## src/rtl/nrzi_rx.sv

```systemverilog
// nrzi_rx -- toggle-encoded (NRZI) serial receiver with sync hunt and
// valid/ready byte output.
//
// The line carries the Q output of a transmit-side toggle flip-flop, so a
// decoded 1 is a level change and a decoded 0 is no change. The receiver
// hunts for the SYNC pattern, then assembles payload bytes MSB first until
// IDLE_LEN consecutive decoded 0s end the frame.
//
// Ports
//   clk        in   1  rising-edge clock
//   rst        in   1  asynchronous active-low reset
//   bit_en     in   1  line_q is sampled on edges where bit_en=1
//   line_q     in   1  toggle-encoded line level
//   data       out  8  received byte
//   valid      out  1  data holds an unconsumed byte
//   ready      in   1  consumer accepts data when valid & ready on an edge
//   in_frame   out  1  receiver is inside a frame (state DATA)
//   frame_end  out  1  one-cycle pulse after a frame terminates
//   overflow   out  1  sticky: a completed byte was dropped
module nrzi_rx #(
   parameter logic [7:0] SYNC     = 8'hA5,
   parameter int          IDLE_LEN = 8
) (
   input  logic       clk,
   input  logic       rst,
   input  logic       bit_en,
   input  logic       line_q,
   output logic [7:0] data,
   output logic       valid,
   input  logic       ready,
   output logic       in_frame,
   output logic       frame_end,
   output logic       overflow
);

   typedef enum logic [0:0] {
      HUNT = 1'b0,
      DATA = 1'b1
   } state_t;

   localparam logic [3:0] IDLE_CNT = 4'(IDLE_LEN);

   state_t      state_r, state_nx_s;
   logic        prev_q_r, prev_q_nx_s;
   logic [7:0]  hist_r, hist_nx_s;
   logic [6:0]  shift_r, shift_nx_s;
   logic [2:0]  bit_cnt_r, bit_cnt_nx_s;
   logic [3:0]  run_cnt_r, run_cnt_nx_s;
   logic [7:0]  data_r, data_nx_s;
   logic        valid_r, valid_nx_s;
   logic        frame_end_r, frame_end_nx_s;
   logic        overflow_r, overflow_nx_s;

   logic        dbit_s;
   logic [7:0]  hist_shift_s;
   logic [7:0]  byte_s;
   logic [3:0]  run_inc_s;
   logic        byte_done_s;
   logic        term_s;

   assign dbit_s       = line_q ^ prev_q_r;
   assign hist_shift_s = {hist_r[6:0], dbit_s};
   assign byte_s       = {shift_r, dbit_s};
   assign run_inc_s    = run_cnt_r + 4'd1;

   // Decode, sync hunt, byte assembly and idle-run termination.
   always_comb begin
      state_nx_s   = state_r;
      prev_q_nx_s  = prev_q_r;
      hist_nx_s    = hist_r;
      shift_nx_s   = shift_r;
      bit_cnt_nx_s = bit_cnt_r;
      run_cnt_nx_s = run_cnt_r;
      byte_done_s  = 1'b0;
      term_s       = 1'b0;
      if (bit_en) begin
         prev_q_nx_s = line_q;
         case (state_r)
            HUNT: begin
               hist_nx_s = hist_shift_s;
               if (hist_shift_s == SYNC) begin
                  state_nx_s   = DATA;
                  bit_cnt_nx_s = 3'd0;
                  run_cnt_nx_s = 4'd0;
               end else begin
                  state_nx_s   = HUNT;
               end
            end
            DATA: begin
               run_cnt_nx_s = dbit_s ? 4'd0 : run_inc_s;
               // Termination overrides a byte completing on the same bit.
               if (!dbit_s && (run_inc_s == IDLE_CNT)) begin
                  term_s       = 1'b1;
                  state_nx_s   = HUNT;
                  hist_nx_s    = 8'h00;
                  shift_nx_s   = 7'd0;
                  bit_cnt_nx_s = 3'd0;
                  run_cnt_nx_s = 4'd0;
               end else begin
                  shift_nx_s   = byte_s[6:0];
                  bit_cnt_nx_s = bit_cnt_r + 3'd1;
                  byte_done_s  = (bit_cnt_r == 3'd7);
               end
            end
            default: begin
               state_nx_s = HUNT;
            end
         endcase
      end else begin
         prev_q_nx_s = prev_q_r;
      end
   end

   // Output handshake: load, hold, accept and overflow detection.
   always_comb begin
      data_nx_s      = data_r;
      valid_nx_s     = valid_r;
      overflow_nx_s  = overflow_r;
      frame_end_nx_s = term_s;
      if (byte_done_s) begin
         if (valid_r && !ready) begin
            overflow_nx_s = 1'b1;
         end else begin
            data_nx_s  = byte_s;
            valid_nx_s = 1'b1;
         end
      end else if (valid_r && ready) begin
         valid_nx_s = 1'b0;
      end else begin
         valid_nx_s = valid_r;
      end
   end

   // State and output registers.
   always_ff @(posedge clk or negedge rst) begin
      if (!rst) begin
         state_r     <= HUNT;
         prev_q_r    <= 1'b0;
         hist_r      <= 8'h00;
         shift_r     <= 7'd0;
         bit_cnt_r   <= 3'd0;
         run_cnt_r   <= 4'd0;
         data_r      <= 8'h00;
         valid_r     <= 1'b0;
         frame_end_r <= 1'b0;
         overflow_r  <= 1'b0;
      end else begin
         state_r     <= state_nx_s;
         prev_q_r    <= prev_q_nx_s;
         hist_r      <= hist_nx_s;
         shift_r     <= shift_nx_s;
         bit_cnt_r   <= bit_cnt_nx_s;
         run_cnt_r   <= run_cnt_nx_s;
         data_r      <= data_nx_s;
         valid_r     <= valid_nx_s;
         frame_end_r <= frame_end_nx_s;
         overflow_r  <= overflow_nx_s;
      end
   end

   assign data      = data_r;
   assign valid     = valid_r;
   assign in_frame  = (state_r == DATA);
   assign frame_end = frame_end_r;
   assign overflow  = overflow_r;

endmodule

```

## config.mk

```make
export PLATFORM = sky130hd
export DESIGN_NAME = nrzi_rx
export DESIGN_NICKNAME = d
export VERILOG_FILES = /design/src/rtl/nrzi_rx.sv
export SDC_FILE = /design/constraint.sdc
export NUM_CORES = 1
export LEC_CHECK = 0
export CAP_MARGIN = 30
export CORE_ASPECT_RATIO = 0.5
export CORE_MARGIN = 3
export CORE_UTILIZATION = 35
export CTS_CLUSTER_DIAMETER = 150
export CTS_CLUSTER_SIZE = 12
export DETAILED_ROUTE_END_ITERATION = 12
export SKIP_CTS_REPAIR_TIMING = 1
export SLEW_MARGIN = 20
export SYNTH_ARGS = -nofsm -noshare
export SYNTH_HDL_FRONTEND = slang
export SYNTH_SLANG_ARGS = --single-unit
export TNS_END_PERCENT = 1
```

## constraint.sdc

```tcl
create_clock -name clk -period 1.7 [get_ports clk]
set_input_delay 0.17 -clock clk [delete_from_list [all_inputs] [get_ports clk]]
set_output_delay 0.17 -clock clk [all_outputs]
set_load 0.005 [all_outputs]
```

# --- After elaboration in Yosys (flattened, before gate mapping) ---
# Index checks and enable logic that the tools add are counted.
totals:
  regBits: 34
  latchBits: 0
  ramBits: 0
  romBits: 0
  input_bits: 5
  word_cells: 55
  memories: 0
op_classes:
  n_addsub: 2
  mul: 0
  n_div: 0
  magnitude_cmp: 0
  n_eq_ne: 6
  shifts: 0
  n_mux: 22
  bitwise: 3
  reduce_logical: 12
ops:
  columns: ["cell", "count"]
  rows:
  - ["2-to-1 mux 7 bit", 2]
  - ["one-hot mux 7 bit (2 select lines)", 1]
  - ["2-to-1 mux 4 bit", 3]
  - ["AND reduction 2 bit", 6]
  - ["2-to-1 mux 1 bit", 11]
  - ["equality test 8 bit (second input constant)", 1]
  - ["one-hot mux 4 bit (2 select lines)", 1]
  - ["2-to-1 mux 3 bit", 2]
  - ["one-hot mux 3 bit (2 select lines)", 1]
  - ["adder 4 x 1 -> 4 bit (second input constant)", 1]
  - ["equality test 4 bit (second input constant)", 1]
  - ["inequality test 2 bit (second input constant)", 2]
  - ["adder 3 x 1 -> 3 bit (second input constant)", 1]
  - ["equality test 3 bit (second input constant)", 1]
  - ["logical AND 1 bit", 3]
  - ["logical NOT 1 bit", 2]
  - ["inequality test 2 x 1 -> 1 bit (second input constant)", 1]
  - ["NOT 1 bit", 2]
  - ["one-hot mux 1 bit (2 select lines)", 1]
  - ["nonzero test 2 bit", 1]
  - ["XOR 1 bit", 1]

# --- Longest topological paths before layout ---
# Gate-level depths: netlist (run 1).
depth:
  word_depth: 8
  depth_mapped: 5
  ltp_nobuf: 5

# --- Least setup slack after synthesis (run 1) ---
# OpenSTA, ideal clock, no wires.
synth_path:
  kind: "reg2reg"
  from: "reg run_cnt_r[1]"
  to: "reg data_r[0] (netlist: data[0])"
  setup_ps: 125
  arrival_time_ps: 1713
  slack_ps: -138
  path_stages_with_launch: 5
  path_buffers: 0
  period_less_slack_ps: 1838
  cell_sequence: "dfrtp_1 > and3b_1 > o2111a_2 > nor4b_4 > mux2_2"
synth_via:
  elab_chain_len: 7
synth_rtl:
  columns: ["element", "line_no", "rtl"]
  rows:
  - ["start, declared", "48", "logic [3:0] run_cnt_r, run_cnt_nx_s;"]
  - ["start signal, assigned", "153", "run_cnt_r <= run_cnt_nx_s;"]
  - ["adder 4 x 1 -> 4 bit", "64", "assign run_inc_s = run_cnt_r + 4'd1;"]
  - ["equality test 4 bit", "92", "if (!dbit_s && (run_inc_s == IDLE_CNT)) begin"]
  - ["logical AND 1 bit", "92", null]
  - ["2-to-1 mux 1 bit", "92", null]
  - ["2-to-1 mux 1 bit", "78", "case (state_r)"]
  - ["2-to-1 mux 1 bit", "76", "if (bit_en) begin"]
  - ["AND reduction 2 bit (no source line)", null, null]
  - ["end signal, assigned", "154", "data_r <= data_nx_s;"]
  - ["end, declared", "49", "logic [7:0] data_r, data_nx_s;"]
# No other way between the ends.
# A chain may end at the register's enable or synchronous reset.

# --- Worst setup path in the final report (run 1) ---
layout_path:
  from: "reg run_cnt_r[1]"
  to: "reg data_r[2] (netlist: data[2])"
# The elaborated chain is that of the path after synthesis.

==> impl_metrics.tcl, run 1 <==
set metrics [dict create \
    outcome "complete, but fails checks" \
    violations "setup timing" \
    post_drt_wl_per_cell_um 14.0 \
    synthesis.nets 113 \
    die-area_um2 4870 \
    drt-total-wl_um 2760 \
    rrSetupSlack_ps -100 \
    ant_nets 0 \
    post-route-period-util_pct 106 \
    multi_input_area_um2 557 \
    critPathLaunchType "register" \
    row_count 15 \
    period_minus_slack_ps 1800 \
    rsz0062_at_grt "yes" \
    ir_worst_vdd_mv 0.362 \
    coreArea_um2 3640 \
    leakage_nw 0.883 \
    setup_slack_ps -98.8 \
    hold_ws_ps 287 \
    netlist_area_um2 1410 \
    p_sw_w 0.000557 \
    fin_cells 197 \
    grt.overflow.total 0 \
    drt_iter0_drc 17 \
    viasPerCell 5.01 \
    ios 17 \
    grt_pass1_vias 959 \
    clock_latency_ps 280 \
    p_total_w 0.00252 \
    drive_gt1_share_pct 30.8 \
    fillers 321 \
    pre_cts_ws_ps -188 \
    setup_violations 8 \
    reg2reg_depth 5 \
    setup_tns_ps -752 \
    h-tree-depth 2 \
    synth_area_leaders "dfrtp_1 60%, mux2_2 8.8%, a22o_1 8.7%" \
    power.density_nw_per_um2 1310 \
    drtPass1Iterations 4 \
    die_h_um 50.8 \
    slew-limit-headroom_pct 71.5 \
    place_congestion 0.736 \
    dp.cells 187 \
    grt_usage_pct 13.0 \
    grt_pass1_wl_um 4750 \
    portBuffers 16 \
    dp_hpwl_um 1900 \
    worstPathArrival_ps 1960 \
    synth-seq-cells 34 \
    synth_area_per_cell_um2 13.4 \
    p_clk_share_pct 35.9 \
    finalMaxSlewViolations 0 \
    yosysSeqAreaShare_pct 60.4 \
    crit_fanout 8 \
    die_width_um 95.7 \
    sw_frac_of_total_pct 22.1 \
    seq_power_share_pct 42.7 \
    worstReg2RegStart "run_cnt_r[1]$_DFFE_PN0P_" \
    antenna_found_initial 0 \
    synth_top_area_share_pct 60.4 \
    nNetsFinal 153 \
    fmax_ghz 0.556 \
    drc 0 \
    p_int_w 0.00196 \
    fin_skew_ps 6.73 \
    share_comb_of_total_power_pct 21.4 \
    yosys.area.top_type "dfrtp_1" \
    area_growth_pct 37.1 \
    ff_latch_area_um2 852 \
    maxCapViolCount 0 \
    n_antenna_cell 0 \
    clockBufferDepth 2 \
    cp.required_ps 1860 \
    cts_tree "done" \
    cts-root-buf "clkbuf_8" \
    vias 986 \
    grt_max_degree 35 \
    finalHoldViolCount 0 \
    syn_inst 105 \
    reg2reg_to "data[2]$_DFFE_PN0P_" \
    path_class "register to register" \
    worstHoldPathType "input pin to async pin" \
    clk_pin_slew_worst_paths_ps 70 \
    start_util_pct 38.7 \
    ys_warn_count 0 \
    cts_buffers 5 \
    cts_sinks 34 \
    end_kind "register" \
    yosysUniqueCellTypes 28 \
    worst_pin_slew_ps 427 \
]
## through the flow
| step | util [%] | cell area (um2) |
|---|---|---|
| finish | 53.0 | 1930 |
| global route | 53.0 | 1930 |
| CTS | 52.0 | 1890 |
| detailed placement | 48.1 | 1750 |
| global placement | 48.1 | 1750 |
| floorplan | - | 1410 |
## synthesized netlist by cell type
cell type	number
a21boi_0	1
a21o_1	1
a21oi_1	2
a22o_1	14
a31o_2	1
a31oi_1	1
a32o_1	1
and2_1	1
and3b_1	1
clkbuf_1	2
dfrtp_1	34
ha_1	3
inv_1	2
mux2_2	11
nand2_1	4
nand3_1	3
nand4b_1	1
nor2_1	5
nor2b_1	2
nor3_1	1
nor4b_4	1
nor4bb_1	2
o2111a_2	1
o2111ai_1	1
o21ai_0	6
o21ai_1	1
xnor2_1	1
xor2_1	1
## how the worst max path moves through the flow
| stage | startpoint | endpoint | slack, ps |
|---|---|---|---|
| 2_1_floorplan | run_cnt_r[1]$_DFFE_PN0P_ | data[0]$_DFFE_PN0P_ | -120 |
| 3_3_place_gp | line_q | data[0]$_DFFE_PN0P_ | -170 |
| 3_5_place_dp | line_q | data[2]$_DFFE_PN0P_ | -190 |
| 4_1_cts | run_cnt_r[1]$_DFFE_PN0P_ | bit_cnt_r[0]$_DFFE_PN0P_ | -150 |
| 5_1_grt | run_cnt_r[1]$_DFFE_PN0P_ | data[2]$_DFFE_PN0P_ | -170 |
| 6_report | run_cnt_r[1]$_DFFE_PN0P_ | data[2]$_DFFE_PN0P_ | -100 |
## flip-flops by register name (all words and copies together) (netlist names)
signal,cells
data,8
hist_r,7
shift_r,7
run_cnt_r,4
bit_cnt_r,3
frame_end,1
in_frame,1
overflow,1
prev_q_r,1
valid,1
## power by group through the flow
stage	combinational, W	sequential (W)	clock [W]
global route	0.000602	0.00110	0.000959
floorplan	0.000225	0.00108	0
CTS	0.000537	0.00108	0.000924
global placement	0.000526	0.00108	0
finish	0.000539	0.00107	0.000905
detailed placement	0.000537	0.00109	0
## cells by family after synthesis
group / after synthesis / share of synthesized area, %
compound gates: 30 / 16.3
xor+xnor: 2 / 1.24
fa+ha+maj: 3 / 2.67
buf+inv: 4 / 1.07
flops: 34 / 60.4
mux: 11 / 8.80
simple gates: 21 / 9.51
## metal layers
| metal | global-route usage, % | part of all wire (%) |
|---|---|---|
| met4 | 4.25 | 0.36 |
| met2 | 19.2 | 45 |
| met1 | 18.5 | 51 |
| met3 | 3.53 | 3.5 |
| met5 | 0 | 0 |
## layout make-up
class	instances	share of cell area [%]
clock buffer	6	4.28
clock inverter	2	3.11
timing repair buffer	35	15.9
sequential	34	44.2
tap	51	3.31
inverter	2	0.389
multi-input combinational	67	28.9
## layout by cell type (no fill, tap or decap)
cell              n
clkdlybuf4s50_1  16
o2111ai_1         1
inv_1             2
o21ai_0           6
dfrtp_1          33
xor2_1            1
clkbuf_8          6
nor2_2            1
o2111a_2          1
a31oi_1           1
a21boi_0          1
nand2_1           4
xnor2_1           1
nor4b_4           1
nor4bb_2          2
nor2b_1           2
bufinv_16         2
a32o_1            1
a21oi_1           2
and2_1            1
dfrtp_2           1
a22o_1           14
nor3_1            1
a21o_1            1
nand3_1           3
and3b_1           1
buf_6             1
a31o_2            1
o21ai_1           1
nor2_1            4
mux2_2           11
buf_4            18
nand4b_1          1
ha_1              3
## worst max-delay path: stages (launching register included)
cell and delay (ps):
dfrtp_1 420, and3b_1 210, o2111a_2 280, nor4b_4 260, buf_6 180, mux2_2 340
Power figures use the tool's default switching activity.
==> inputs of run 2 (changes only) <==
Settings changed: CAP_MARGIN 30 to unset.
==> results of run 2 <==
Final layout, timing and power as in run 1 (identical DEF).
==> inputs of run 3 (changes only) <==
Settings changed: RECOVER_POWER set to 25.
==> impl_metrics.tcl, run 3 (synthesis results as in run 1) <==
set metrics [dict create \
    pre_cts_ws_ps -188 \
    n_antenna_cell 0 \
    fin_skew_ps 6.73 \
    drtPass1Iterations 4 \
    worstPathArrival_ps 1960 \
    dp_hpwl_um 1900 \
    drive_gt1_share_pct 30.8 \
    final_common_cell "dfrtp_1" \
    ant_nets 0 \
    area_growth_pct 36.9 \
    viasPerCell 4.99 \
    cp_top_family "simple AND/OR/NAND/NOR gates" \
    antenna_found_initial 0 \
    coreArea_um2 3640 \
    most-common-layout-cells "33 x dfrtp_1, 17 x buf_4, 15 x clkdlybuf4s50_1" \
    path_class "register to register" \
    path_buf_inv 1 \
    grt_pass1_wl_um 4750 \
    crit_fanout 8 \
    cts_tree "done" \
    row_count 15 \
    worst_pin_slew_ps 821 \
    rsz0062_at_grt "yes" \
    clock_latency_ps 280 \
    violations "setup timing" \
    crit_chain "and3b_1, o2111a_2, nor4b_4, buf_6, mux2_2" \
    cp.required_ps 1860 \
    ios 17 \
    slowest_stage "dfrtp_1" \
    post_drt_wl_per_cell_um 14.0 \
    cts_buffers 5 \
    utilization_pct 52.9 \
    fmax_ghz 0.556 \
    portBuffers 16 \
    clockBufferDepth 2 \
    worstHoldPathType "register to register" \
    end_kind "register" \
    drc 0 \
    largest_register_ffs 8 \
    drt-total-wl_um 2760 \
    critPathLaunchType "register" \
    slowest_delay_ps 420 \
    die_width_um 95.7 \
    leakage_nw 0.882 \
    power.density_nw_per_um2 1310 \
    setup_violations 8 \
    ir_worst_vdd_mv 0.362 \
    grt_pass1_vias 959 \
    place_congestion 0.736 \
    cts_sinks 34 \
    h-tree-depth 2 \
    cts-root-buf "clkbuf_8" \
    clk_pin_slew_worst_paths_ps 70 \
    die-area_um2 4870 \
    maxCapViolCount 0 \
    finalHoldViolCount 0 \
    grt.overflow.total 0 \
    vias 983 \
    drt_iter0_drc 17 \
    slew-limit-headroom_pct 45.3 \
    post-route-period-util_pct 106 \
    grt_usage_pct 13.0 \
    die_h_um 50.8 \
    outcome "complete, but fails checks" \
    start_util_pct 38.7 \
    period_minus_slack_ps 1800 \
    setup_slack_ps -99.2 \
    p_total_w 0.00252 \
    nNetsFinal 153 \
    finalMaxSlewViolations 0 \
    grt_max_degree 35 \
]
-- run 3: changes by cell type in the layout (fill, tap and decap cells not counted) --
| cell | previous run | this run |
|---|---|---|
| buf_4 | 18 | 17 |
| clkbuf_2 | 0 | 1 |
| clkdlybuf4s50_1 | 16 | 15 |
| dlygate4sd3_1 | 0 | 1 |
-- run 3: final timing paths --
path                       slack, ps                      from                        to  cells after the start
setup / recovery                -100  run_cnt_r[1]$_DFFE_PN0P_       data[2]$_DFFE_PN0P_                      5
max in group asynchronous        620                       rst  run_cnt_r[0]$_DFFE_PN0P_                      2
min in group asynchronous        510                       rst       data[7]$_DFFE_PN0P_                      2
hold reg to reg                  480      overflow$_DFFE_PN0P_      overflow$_DFFE_PN0P_                      1
setup reg to reg                -100  run_cnt_r[1]$_DFFE_PN0P_       data[2]$_DFFE_PN0P_                      5
hold / removal                   480      overflow$_DFFE_PN0P_      overflow$_DFFE_PN0P_                      1
-- run 3: metrics by stage --
step           TNS, ps  std cells  instance area (um2)  hold WS (ps)
2_1_floorplan     -966        105                 1410          -126
3_3_place_gp     -2340        187                 1750           468
3_5_place_dp     -2730        187                 1750           480
4_1_cts          -2020        195                 1890           298
5_1_grt          -1680        197                 1930           499
6_report          -755        197                 1930           484
-- run 3: where the power goes --
part / switching [W] / leakage [nW] / total (W) / internal (W)
logic: 0.000175 / 0.375 / 0.000538 / 0.000363
registers: 0.000102 / 0.436 / 0.00107 / 0.000972
clock network: 0.000280 / 0.0714 / 0.000905 / 0.000625
-- run 3: layer usage --
layer	vias to the layer above	GRT usage (%)	wire length, um
met3	2	3.53	98
met1	493	18.5	1400
li1	473	-	-
met5	-	0	0
met2	15	19.2	1250
met4	0	4.25	10
-- run 3: final cells by class --
cell class / count / area, um2
clock inverters: 2 / 60.1
clock buffers: 6 / 82.6
fillers: 322 / 1710
multi-input cells: 67 / 557
flip-flops and latches: 34 / 852
inverters: 2 / 7.51
well taps: 51 / 63.8
repair buffers: 35 / 304
-- run 3: worst reg2reg max path, delay by kind of cell (launching register included) --
family | cells | cell delay (ps)
buffers and inverters | 1 | 180
AOI/OAI and AO/OA | 1 | 280
muxes | 1 | 340
DFF | 1 | 420
and+or+nand+nor | 2 | 470
